<file path="config.mk">
export PLATFORM = sky130hd
export DESIGN_NAME = ni_packetizer_flat
export DESIGN_NICKNAME = d
export VERILOG_FILES = /design/src/rtl/ni_packetizer_pkg.sv /design/src/rtl/ni_packetizer_if.sv /design/src/rtl/ni_credit_counter.sv /design/src/rtl/ni_packetizer.sv /design/src/flat_wrapper.sv
export SDC_FILE = /design/constraint.sdc
export NUM_CORES = 1
export LEC_CHECK = 0
export CAP_MARGIN = 10
export CORE_MARGIN = 5
export CORE_UTILIZATION = 41
export CTS_BUF_LIST = sky130_fd_sc_hd__clkbuf_16
export DETAILED_ROUTE_END_ITERATION = 6
export PLACE_DENSITY_LB_ADDON = 0.05
export SLEW_MARGIN = 20
export SYNTH_ARGS = -nofsm -noshare
export SYNTH_HDL_FRONTEND = slang
export SYNTH_SLANG_ARGS = --single-unit
</file>
<file path="constraint.sdc">
create_clock -name clk -period 2.1 [get_ports clk]
set_clock_uncertainty 0.15 [all_clocks]
set_input_delay 0.315 -clock clk [delete_from_list [all_inputs] [get_ports clk]]
set_output_delay 0.315 -clock clk [all_outputs]
set_load 0.03 [all_outputs]
</file>
<file path="src/rtl/ni_packetizer_pkg.sv">
// Shared NoC definitions: node positions, router directions, flit format and
// head-flit payload layout. The router and the packetizer both use these.
package ni_packetizer_pkg;

  localparam int COORD_W    = 2;
  localparam int NOC_DATA_W = 32;
  localparam int HEAD_LEN_W = 8;

  typedef struct packed {
    logic [COORD_W-1:0] x;
    logic [COORD_W-1:0] y;
    logic [COORD_W-1:0] z;
  } position_t;

  typedef enum logic [2:0] {
    DIR_LOCAL = 3'd0,
    DIR_XP    = 3'd1,
    DIR_XN    = 3'd2,
    DIR_YP    = 3'd3,
    DIR_YN    = 3'd4,
    DIR_ZP    = 3'd5,
    DIR_ZN    = 3'd6
  } direction_e;

  typedef enum logic [1:0] {
    HEAD     = 2'd0,
    BODY     = 2'd1,
    TAIL     = 2'd2,
    HEADTAIL = 2'd3
  } flit_type_e;

  typedef struct packed {
    flit_type_e              ftype;
    logic [NOC_DATA_W-1:0]   payload;
  } flit_t;

  // dest sits in the LSBs so route computation reads a fixed field
  typedef struct packed {
    logic [HEAD_LEN_W-1:0] len;
    position_t             src;
    position_t             dest;
  } head_payload_t;

  function automatic logic [NOC_DATA_W-1:0] pack_head(head_payload_t h);
    return NOC_DATA_W'(h);
  endfunction

  function automatic head_payload_t unpack_head(logic [NOC_DATA_W-1:0] p);
    return head_payload_t'(p[$bits(head_payload_t)-1:0]);
  endfunction

endpackage

</file>
<file path="src/rtl/ni_packetizer_if.sv">
// Request, payload, flit and credit signals between a traffic source, the
// packetizer and the local router input port.
interface ni_packetizer_if
  import ni_packetizer_pkg::*;
#(
  parameter int DATA_W = 32,
  parameter int LEN_W  = 4
);
  logic              req_valid;
  logic              req_ready;
  position_t         req_dest;
  logic [LEN_W-1:0]  req_len;
  logic              pld_valid;
  logic              pld_ready;
  logic [DATA_W-1:0] pld_data;
  logic              flit_valid;
  flit_t             flit;
  logic              credit_in;
  logic              busy;

  modport slave (
    input  req_valid, req_dest, req_len, pld_valid, pld_data, credit_in,
    output req_ready, pld_ready, flit_valid, flit, busy
  );

  modport master (
    output req_valid, req_dest, req_len, pld_valid, pld_data, credit_in,
    input  req_ready, pld_ready, flit_valid, flit, busy
  );
endinterface

</file>
<file path="src/rtl/ni_credit_counter.sv">
// Tracks free slots in the downstream router input buffer. Starts full,
// drops on every flit issued, rises on every returned credit.
module ni_credit_counter #(
  parameter  int CREDITS = 4,
  localparam int CNT_W   = $clog2(CREDITS+1)
) (
  input  logic             clk,
  input  logic             rst,
  input  logic             inc,
  input  logic             dec,
  output logic             avail,
  output logic [CNT_W-1:0] count
);

  assign avail = (count != '0);

  // Credit register; a simultaneous issue and return cancel out, and a
  // return while already full is flagged and ignored
  always_ff @(posedge clk or posedge rst) begin
    if (rst) begin
      count <= CNT_W'(CREDITS);
    end else begin
      assert (!(inc && !dec && count == CNT_W'(CREDITS)))
        else $warning("ni_credit_counter: credit returned while counter already full");
      assert (!(dec && count == '0))
        else $error("ni_credit_counter: issue with no credit available");
      if (inc && !dec && count != CNT_W'(CREDITS))
        count <= count + CNT_W'(1);
      else if (dec && !inc)
        count <= count - CNT_W'(1);
    end
  end

endmodule

</file>
<file path="src/rtl/ni_packetizer.sv">
// Network-interface injection side: turns a (dest, len, payload stream)
// request into a HEAD/BODY/TAIL wormhole packet under credit flow control.
module ni_packetizer
  import ni_packetizer_pkg::*;
#(
  parameter  position_t POS      = '0,
  parameter  int        DATA_W   = NOC_DATA_W,
  parameter  int        MAX_BODY = 15,
  parameter  int        CREDITS  = 4,
  localparam int        LEN_W    = $clog2(MAX_BODY+1),
  localparam int        CNT_W    = $clog2(CREDITS+1)
) (
  input logic           clk,
  input logic           rst,
  ni_packetizer_if.slave bus
);

  if (DATA_W < LEN_W + 2*$bits(position_t)) begin : g_bad_width
    $fatal(1, "ni_packetizer: DATA_W too small for head payload");
  end
  if (DATA_W != NOC_DATA_W || LEN_W > HEAD_LEN_W) begin : g_bad_fmt
    $fatal(1, "ni_packetizer: DATA_W/LEN_W incompatible with shared flit format");
  end

  typedef enum logic [1:0] {S_IDLE, S_HEAD, S_BODY} state_e;

  state_e           state_q, state_d;
  logic [LEN_W-1:0] len_q, rem_q;
  position_t        dest_q;
  logic             issue;
  logic             avail;
  flit_t            flit_d;
  head_payload_t    head_pl;
  logic [CNT_W-1:0] credit_cnt;

  ni_credit_counter #(.CREDITS(CREDITS)) u_credit (
    .clk   (clk),
    .rst   (rst),
    .inc   (bus.credit_in),
    .dec   (issue),
    .avail (avail),
    .count (credit_cnt)
  );

  assign head_pl.len  = HEAD_LEN_W'(len_q);
  assign head_pl.src  = POS;
  assign head_pl.dest = dest_q;
  assign bus.busy     = (state_q != S_IDLE);

  // Next state, handshakes and the flit to issue this cycle
  always_comb begin
    state_d       = state_q;
    issue         = 1'b0;
    flit_d        = '0;
    bus.req_ready = 1'b0;
    bus.pld_ready = 1'b0;
    case (state_q)
      S_IDLE: begin
        bus.req_ready = 1'b1;
        if (bus.req_valid) state_d = S_HEAD;
      end
      S_HEAD: begin
        if (avail) begin
          issue          = 1'b1;
          flit_d.ftype   = (len_q == '0) ? HEADTAIL : HEAD;
          flit_d.payload = pack_head(head_pl);
          state_d        = (len_q == '0) ? S_IDLE : S_BODY;
        end
      end
      S_BODY: begin
        if (bus.pld_valid && avail) begin
          bus.pld_ready  = 1'b1;
          issue          = 1'b1;
          flit_d.ftype   = (rem_q == LEN_W'(1)) ? TAIL : BODY;
          flit_d.payload = NOC_DATA_W'(bus.pld_data);
          if (rem_q == LEN_W'(1)) state_d = S_IDLE;
        end
      end
      default: state_d = S_IDLE;
    endcase
  end

  // State register
  always_ff @(posedge clk or posedge rst) begin
    if (rst) state_q <= S_IDLE;
    else     state_q <= state_d;
  end

  // Request capture and remaining-body counter
  always_ff @(posedge clk or posedge rst) begin
    if (rst) begin
      len_q  <= '0;
      dest_q <= '0;
      rem_q  <= '0;
    end else begin
      if (state_q == S_IDLE && bus.req_valid) begin
        assert (bus.req_len <= LEN_W'(MAX_BODY))
          else $error("ni_packetizer: req_len exceeds MAX_BODY");
        len_q  <= bus.req_len;
        dest_q <= bus.req_dest;
      end
      if (state_q == S_HEAD && issue)
        rem_q <= len_q;
      else if (state_q == S_BODY && issue)
        rem_q <= rem_q - LEN_W'(1);
    end
  end

  // Registered flit output, valid for exactly one cycle per issue
  always_ff @(posedge clk or posedge rst) begin
    if (rst) begin
      bus.flit_valid <= 1'b0;
      bus.flit       <= '0;
    end else begin
      bus.flit_valid <= issue;
      if (issue) bus.flit <= flit_d;
    end
  end

endmodule
</file>
<file path="src/flat_wrapper.sv">
// flat-port wrapper written by rule: the top's interface ports become plain ports
module ni_packetizer_flat import ni_packetizer_pkg::*;
#(
  parameter  position_t POS      = '0,
  parameter  int        DATA_W   = NOC_DATA_W,
  parameter  int        MAX_BODY = 15,
  parameter  int        CREDITS  = 4,
  localparam int        LEN_W    = $clog2(MAX_BODY+1),
  localparam int        CNT_W    = $clog2(CREDITS+1)
)
  (clk, rst, bus_req_valid, bus_req_dest, bus_req_len, bus_pld_valid, bus_pld_data, bus_credit_in, bus_req_ready, bus_pld_ready, bus_flit_valid, bus_flit, bus_busy);
  ni_packetizer_if #(.DATA_W(DATA_W)) bus_i ();
  input logic clk;
  input logic rst;
  input wire logic [$bits(bus_i.req_valid)-1:0] bus_req_valid;
  input wire logic [$bits(bus_i.req_dest)-1:0] bus_req_dest;
  input wire logic [$bits(bus_i.req_len)-1:0] bus_req_len;
  input wire logic [$bits(bus_i.pld_valid)-1:0] bus_pld_valid;
  input wire logic [$bits(bus_i.pld_data)-1:0] bus_pld_data;
  input wire logic [$bits(bus_i.credit_in)-1:0] bus_credit_in;
  output wire logic [$bits(bus_i.req_ready)-1:0] bus_req_ready;
  output wire logic [$bits(bus_i.pld_ready)-1:0] bus_pld_ready;
  output wire logic [$bits(bus_i.flit_valid)-1:0] bus_flit_valid;
  output wire logic [$bits(bus_i.flit)-1:0] bus_flit;
  output wire logic [$bits(bus_i.busy)-1:0] bus_busy;
  assign bus_i.req_valid = bus_req_valid;
  assign bus_i.req_dest = bus_req_dest;
  assign bus_i.req_len = bus_req_len;
  assign bus_i.pld_valid = bus_pld_valid;
  assign bus_i.pld_data = bus_pld_data;
  assign bus_i.credit_in = bus_credit_in;
  assign bus_req_ready = bus_i.req_ready;
  assign bus_pld_ready = bus_i.pld_ready;
  assign bus_flit_valid = bus_i.flit_valid;
  assign bus_flit = bus_i.flit;
  assign bus_busy = bus_i.busy;
  ni_packetizer #(.POS(POS), .DATA_W(DATA_W), .MAX_BODY(MAX_BODY), .CREDITS(CREDITS)) u_core (.clk(clk), .rst(rst), .bus(bus_i));
endmodule
</file>
==> results of run 1 <==
-- cell type report --
class	count	share of cell area, %
Sequential cell	54	36.07
Multi-Input combinational cell	139	28.13
Timing Repair Buffer	108	27.86
Clock buffer	5	3.337
Tap cell	75	2.503
Clock inverter	3	1.301
Inverter	8	0.8008
-- timing repair --
action                                 in CTS  in global routing
endpoints found under the hold margin       0                  0
setup endpoints to repair                   5                  3
gates resized for setup                     6                  5
pin swaps                                   6                  2
-- worst reg2reg max path: cells and delay by family, from the launching register on --
family                   cells  cell delay (ns)
AO/OA/AOI/OAI                4             0.54
flip-flops                   1             0.38
adder cells (fa/ha/maj)      2             0.73
AND/OR/NAND/NOR              3             0.29
-- placed cells by master, fill, tap and decap left out, drive strengths merged --
cell / netlist / routed
clkdlybuf4s50: 0 / 81
dfrtp: 53 / 53
buf: 11 / 25
a22o: 22 / 22
nand2: 22 / 22
o21ai: 18 / 18
mux2: 11 / 11
a22oi: 10 / 10
inv: 8 / 9
nor2: 7 / 7
o211ai: 5 / 5
clkbuf: 2 / 5
a21oi: 5 / 5
ha: 5 / 5
mux2i: 4 / 4
nor3: 4 / 4
nand3: 3 / 3
o31a: 3 / 3
xor2: 2 / 2
o21a: 2 / 2
xnor2: 2 / 2
nand2b: 2 / 2
a31oi: 2 / 2
dlygate4sd2: 0 / 2
and2: 2 / 2
o31ai: 1 / 1
o22ai: 1 / 1
nor2b: 1 / 1
nand4bb: 1 / 1
nor3b: 1 / 1
nor4: 1 / 1
a21boi: 1 / 1
fa: 1 / 1
clkinvlp: 0 / 1
bufinv: 0 / 1
dfstp: 1 / 1
-- where the power goes --
| part | switching (W) | total (W) | leakage, nW | internal, W |
|---|---|---|---|---|
| Clock | 0.000386 | 0.000957 | 0.0819 | 0.000571 |
| Sequential | 0.000273 | 0.00170 | 0.694 | 0.00142 |
| Combinational | 0.00145 | 0.00273 | 0.829 | 0.00128 |
| Total | 0.00211 | 0.00538 | 1.61 | 0.00327 |
-- flip-flops by register name, summed over array words and instances (netlist names) --
register / flops
u_core.bus.flit: 34
u_core.dest_q: 6
u_core.len_q: 4
u_core.rem_q: 4
u_core.u_credit.count: 3
u_core.state_q: 2
u_core.bus.flit_valid: 1
-- routing by layer --
layer	up-vias	share of wire (%)	global-route usage, %
met4	0	0.64	4.045
met1	961	44	21.78
li1	969	-	-
met3	4	6.6	4.704
met5	-	0	0
met2	54	49	26.10
-- through the flow --
step / setup TNS (ns) / total power [W] / hold WS, ns / worst slack (ns) / cells
2_1_floorplan: -0.2137 / 0.003425 / 0.3047 / -0.1240 / 214
3_3_place_gp: -0.5175 / 0.004385 / 0.3105 / -0.2771 / 384
3_5_place_dp: -0.5891 / 0.004418 / 0.3246 / -0.2997 / 384
4_1_cts: -0.09572 / 0.005399 / 0.05513 / -0.07308 / 392
5_1_grt: -0.2185 / 0.005737 / 0.07031 / -0.1207 / 392
6_report: -0.04550 / 0.005383 / 0.06051 / -0.04550 / 392
-- cells by family after synthesis --
group / after synthesis / share of synthesized area, %
simple gates: 44 / 8.371
mux: 15 / 6.606
buf+inv: 21 / 4.488
xor+xnor: 4 / 1.412
compound gates: 70 / 21.28
fa+ha+maj: 6 / 3.328
flops: 54 / 54.51
-- worst min path at each step --
stage / start / endpoint / slack [ns] / cells after the start
floorplan: bus_pld_data[10] / u_core.bus.flit[10]$_DFFE_PP0N_ / 0.30 / 1
global placement: u_core.bus.flit[32]$_DFFE_PP0N_ / u_core.bus.flit[32]$_DFFE_PP0N_ / 0.31 / 2
detailed placement: u_core.bus.flit[14]$_DFFE_PP0N_ / u_core.bus.flit[14]$_DFFE_PP0N_ / 0.32 / 2
CTS: rst / u_core.bus.flit[23]$_DFFE_PP0N_ / 0.06 / 2
global route: rst / u_core.bus.flit[23]$_DFFE_PP0N_ / 0.07 / 2
finish: rst / u_core.bus.flit[23]$_DFFE_PP0N_ / 0.06 / 2
==> results by group, run 1 <==
Final layout
  – Share of cells above drive strength 1: 19.87%
  – Finished Core Util: 63.71%
  – Design Area, Final: 3750 um2
  – Multi-input logic area: 1055 um2
  – Ant diodes: 0
  – Storage cell area: 1353 um2
  – Syn-to-layout area delta: 51.13%
  – Fillers: 492
  – NumNets Final: approximately 370

Synthesis
  – Post-synth design cell area: 2481 um2
  – Gate Count Post-Synth: between 200 and 250
  – Mean post-synth cell area: 11.59 um2
  – Top-count cell post-synth: dfrtp_1
  – Sequential area share after synthesis: 54.51%
  – Synthesized Nets: 267
  – EDFF count, synth: 0
  – Area leader, netlist: dfrtp_1
  – Top cell type's share of synthesized area: 53.45%
  – Yosys cell types: 38
  – #FFs+latches synth: 54
  – Synth async-reset ratio: between 90% and 100%
  – Commonest register cell after synthesis: dfrtp_1
  – Yosys warnings: 0
  – Top cells by area, synth: dfrtp_1 (53%), a22o_1 (7.8%), mux2_2 (5.0%)
  – Commonest cells in the netlist: dfrtp_1 (53), a22o_1 (22), nand2_1 (22), o21ai_0 (12), mux2_2 (11)

Detailed routing
  – WL final: 6.090 mm
  – Initial drt markers: ~110
  – Initial DRT Pass Iterations: 4
  – Routed Antenna Nets: 0
  – DRC violations left: 0
  – Vias: slightly below 2000
  – Drt wl/cell: ~16 um
  – Via density: 5.071

STA
  – Minimum clock period: 2.145 ns
  – Final Max Tran Viols: 0
  – Tcrit/Tclk final: 102.2%
  – Final Hold Vio Count: 0
  – Worst-Margin Slew: 0.3885 ns
  – RSZ-0062 raised after global routing: true
  – Fmax: 466.1 MHz
  – Final worst setup slack: -0.04550 ns
  – Relative slew slack: 73.83%
  – Final setup violation count: 1

Worst setup path
  – Stages on the worst setup path: 9
  – Crit. Startpoint: u_core.state_q[1]$_DFFE_PP0P_
  – CP delay by family, top: adder cells
  – FF-to-FF setup slack: -0.05 ns
  – R2R cell count: 9
  – R2r endpoint: u_core.u_credit.count[1]$_DFFE_PP0P_
  – CP Launch Type: register
  – CP required: 2.18 ns
  – Bufs and invs on worst path: 0
  – CP Capture Point: u_core.u_credit.count[1]$_DFFE_PP0P_
  – Worst path most repeated cell: o21a_1
  – Crit Path Max Fanout: 2
  – Slowest cell on the critical path: fa_2
  – Worst r2r src: u_core.state_q[1]$_DFFE_PP0P_
  – Worst path max stage delay: around 0.54 ns
  – CP Cell Sequence: ha_2 -> and2_4 -> o21a_1 -> nor2_2 -> o21ai_2 -> fa_2 -> nor2b_1 -> o21a_1 -> a21oi_2
  – CP Capture Type: register
  – CP Class: register to register
  – WP data arrival: 2.22 ns

Worst hold path
  – Worst Hold Class: primary input to asynchronous set/reset pin

Clock network
  – Clk sinks: 54
  – CTS clk-pin slew, worst paths: about 0.070 ns
  – CTS tree: done
  – Post-CTS Setup Bufs: 0
  – Clock buffer depth: 2
  – Clock root cell: clkbuf_16
  – H-tree depth: 2
  – Post-cts hold buffer count: 0
  – Number of buffers created by CTS: 5
  – Skew-Pair Late Insertion Delay: between 0.2 and 0.3 ns

GRT
  – Largest net degree at the start of global routing: 36
  – GRT Residual Overflow: 0
  – Number of global-route vias before repair: about 2000
  – Overall Global Routing Usage: 16.27%
  – Global-route wire length before repair: 9.804 mm
  – Initial antenna violation count: 0

Floorplan
  – Rows: 28
  – Initial core utilization: between 40% and 50%
  – Die height: between 80 and 90 um
  – # IOs: 85
  – Core area: roughly 5900 um2
  – Die X: between 80 and 90 um
  – Die Area: 7707 um2

Power and ir drop
  – Cell leakage power: around 1.6 nW
  – VDD IR max: 0.0007651 V
  – PwrDens: between 1000 and 1500 nW/um2

Status
  – Failing checks: setup timing
  – Status: finished, violations left

Placement
  – RePlAce Congestion: 0.7946
  – Count of input and output buffers: 84
  – Hpwl dp: 4.492 mm
  – Placed Area: 3552 um2

Run
  – Number of max-cap violations: 0
(Power assumes the default switching activity.)
==> run 2: changes to the inputs <==
--- a/config.mk
+++ b/config.mk
@@ -6,8 +6,8 @@
 export NUM_CORES = 1
 export LEC_CHECK = 0
 export CAP_MARGIN = 10
-export CORE_MARGIN = 5
-export CORE_UTILIZATION = 41
+export CORE_MARGIN = 10
+export CORE_UTILIZATION = 42
 export CTS_BUF_LIST = sky130_fd_sc_hd__clkbuf_16
 export DETAILED_ROUTE_END_ITERATION = 6
 export PLACE_DENSITY_LB_ADDON = 0.05
==> constraint.sdc (replaced) <==
create_clock -name clk -period 2.54 [get_ports clk]
set_clock_uncertainty 0.15 [all_clocks]
set_input_delay 0.381 -clock clk [delete_from_list [all_inputs] [get_ports clk]]
set_output_delay 0.381 -clock clk [all_outputs]
set_load 0.03 [all_outputs]
==> run 2 against run 1 <==
Hold slack gained 0.24 ns. Cell count decreased by 3.6%. The run now ends clean. Count of clock-buffer cells in the layout did not move. Critical path type unchanged. Largest cell class unchanged. Sequential power down 15%. Global-route usage down 2.9 points. Largest power group unchanged. Non-clock buffer count down 11. Design area decreased by 3.1%.
==> results by group, run 2 (synthesized netlist as in run 1, its figures left out) <==
STA
  – RSZ-0062 raised after global routing: false
  – Fin Setup TNS: 0 ns (+0.04550 ns)
  – Final setup violation count: 0 (-1)
  – Final Max Tran Viols: 0 (unchanged)
  – Fmax: 429.1 MHz (-7.9%)
  – Final Hold Vio Count: 0 (unchanged)
  – Worst hold slack: 0.3046 ns (+0.2441 ns)
  – Worst-Margin Slew: 0.4916 ns (+0.1032 ns)
  – Minimum clock period: 2.330 ns (+0.1848 ns)
  – Relative slew slack: 67.14% (-6.7 points)
  – Tcrit/Tclk final: 91.75% (-10 points)

Clock network
  – CTS tree: done
  – H-tree depth: 2 (unchanged)
  – Skew-Pair Late Insertion Delay: 0.29 ns (about the same)
  – Clock root cell: clkbuf_16
  – Clk sinks: 54 (unchanged)
  – Number of buffers created by CTS: 5 (unchanged)
  – Clock buffer depth: 2 (unchanged)
  – CTS clk-pin slew, worst paths: 0.07 ns (about the same)
  – Post-cts hold buffer count: 0 (unchanged)

Floorplan
  – Initial core utilization: 44.24% (+2.1 points)
  – Core area: 5608 um2 (-4.7%)
  – Rows: 27 (-3.6%)
  – Die Area: 9382 um2 (+22%)
  – Die X: 96.86 um (+10%)
  – Die height: 96.86 um (+10%)
  – # IOs: 85 (unchanged)

Placement
  – Hpwl dp: 4.808 mm (+7.0%)
  – RePlAce Congestion: 0.7964 (+0.23%)
  – DP Cell Count: 370 (-3.6%)
  – Count of input and output buffers: 84 (unchanged)

Worst setup path
  – R2R cell count: 10 (+1)
  – Worst r2r src: u_core.state_q[0]$_DFFE_PP0P_
  – FF-to-FF setup slack: 0.21 ns (+0.26 ns)
  – WP data arrival: 2.40 ns (+0.18 ns)
  – Crit Path Max Fanout: 4 (+2)
  – CP Class: register to register
  – CP required: 2.60 ns (+0.42 ns)
  – R2r endpoint: u_core.u_credit.count[1]$_DFFE_PP0P_
  – Crit. Startpoint: u_core.state_q[0]$_DFFE_PP0P_
  – CP Launch Type: register
  – CP Capture Type: register

Final layout
  – Max reg flops: 34 (unchanged)
  – Share of cells above drive strength 1: 13.73% (-6.1 points)
  – Ant diodes: 0 (unchanged)
  – Largest registers: u_core.bus.flit x34, u_core.dest_q x6
  – Syn-to-layout area delta: 46.50%
  – Post-route insts no fill: 378 (-3.6%)
  – Fillers: 458 (-6.9%)
  – Commonest non-fill, non-tap cell in the layout: clkdlybuf4s50_1
  – NumNets Final: 358 (-3.0%)
  – Reg with most FFs: u_core.bus.flit
  – Commonest cells after routing, fill and taps aside: clkdlybuf4s50_1 (83), dfrtp_1 (53), nand2_1 (22), a22o_1 (22)

GRT
  – Initial antenna violation count: 0 (unchanged)
  – Met1 Resource Use GR: 16.86% (-4.9 points)
  – Met3 GRT Util: 5.891% (+1.2 points)
  – GRT Residual Overflow: 0 (unchanged)
  – Number of global-route vias before repair: 2021 (+0.30%)
  – Overall Global Routing Usage: 13.39% (-2.9 points)
  – Largest net degree at the start of global routing: 55 (+53%)
  – Global-route wire length before repair: 10.63 mm (+8.4%)
  – Routing usage on met2: 20.71% (-5.4 points)
  – GR peak layer: met2

Worst hold path
  – Worst Hold Class: primary input to asynchronous set/reset pin

Status
  – Status: finished clean

Power and ir drop
  – VDD IR max: 0.0008698 V (+14%)
  – Cell leakage power: 1.551 nW (-3.4%)
  – PwrDens: 1194 nW/um2 (-17%)
  – Pwr Total: 0.004340 W (-19%)

Detailed routing
  – Initial DRT Pass Iterations: 4 (unchanged)
  – Via density: 5.193 (+2.4%)
  – Drt wl/cell: 16.91 um (+8.8%)
  – Vias: 1963 (-1.3%)
  – Routed Antenna Nets: 0 (unchanged)
  – DRC violations left: 0 (unchanged)
  – Initial drt markers: 118 (+9.3%)
  – WL final: 6.391 mm (+4.9%)

Run
  – Number of max-cap violations: 0 (unchanged)
[run 2: how the worst max path moves through the flow]
| stage | cells after the start | slack, ns | to |
|---|---|---|---|
| global placement | 9 | 0.11 | u_core.u_credit.count[2]$_DFFE_PP1P_ |
| detailed placement | 9 | 0.08 | u_core.u_credit.count[2]$_DFFE_PP1P_ |
| floorplan | 10 | 0.25 | u_core.u_credit.count[2]$_DFFE_PP1P_ |
| finish | 10 | 0.21 | u_core.u_credit.count[1]$_DFFE_PP0P_ |
| CTS | 10 | 0.18 | u_core.u_credit.count[2]$_DFFE_PP1P_ |
| global route | 10 | 0.05 | u_core.u_credit.count[1]$_DFFE_PP0P_ |
[run 2: layer usage]
layer  wire length (um)  up-vias
met5                  0        -
met1               2811      944
met4                 64        0
met3                477        8
li1                   -      957
met2               3037       54
[run 2: area by class of cell]
cell class / instances / area (um2) / area share (%)
clock buffer: 5 / 125.1 / 3.442
inverter: 8 / 30.03 / 0.8262
sequential: 54 / 1353 / 37.21
clock inverter: 3 / 48.80 / 1.343
multi-input combinational: 139 / 1027 / 28.26
tap: 72 / 90.09 / 2.478
timing repair buffer: 97 / 960.9 / 26.44
[run 2: metrics by stage]
| step | util, % | area (um2) | setup slack (ns) |
|---|---|---|---|
| 4_1_cts | 64.77 | 3632 | 0.1791 |
| 5_1_grt | 64.81 | 3635 | 0.05046 |
| 3_5_place_dp | 61.67 | 3458 | 0.08104 |
| 2_1_floorplan | - | 2481 | 0.2502 |
| 6_report | 64.81 | 3635 | 0.2097 |
| 3_3_place_gp | 61.67 | 3458 | 0.1141 |
[run 2: critical path: stages, from the launching register on]
cell and delay [ns]:
dfrtp_1 0.38, inv_1 0.07, ha_1 0.24, and2_1 0.18
o21a_1 0.18, nor2_1 0.08, o21ai_0 0.10, fa_2 0.55
nor2b_1 0.05, o21a_1 0.16, a21oi_1 0.13
[run 2: power by group]
part / switching [W] / internal (W) / total (W)
sequential: 0.000275 / 0.00118 / 0.00145
clock: 0.000315 / 0.000472 / 0.000787
combinational: 0.00112 / 0.000982 / 0.00210
total: 0.00171 / 0.00263 / 0.00434
[run 2: timing repair]
item                                    CTS  global route
buffers inserted                          0             0
endpoints found under the setup margin    0             1
resized for setup                         0             1
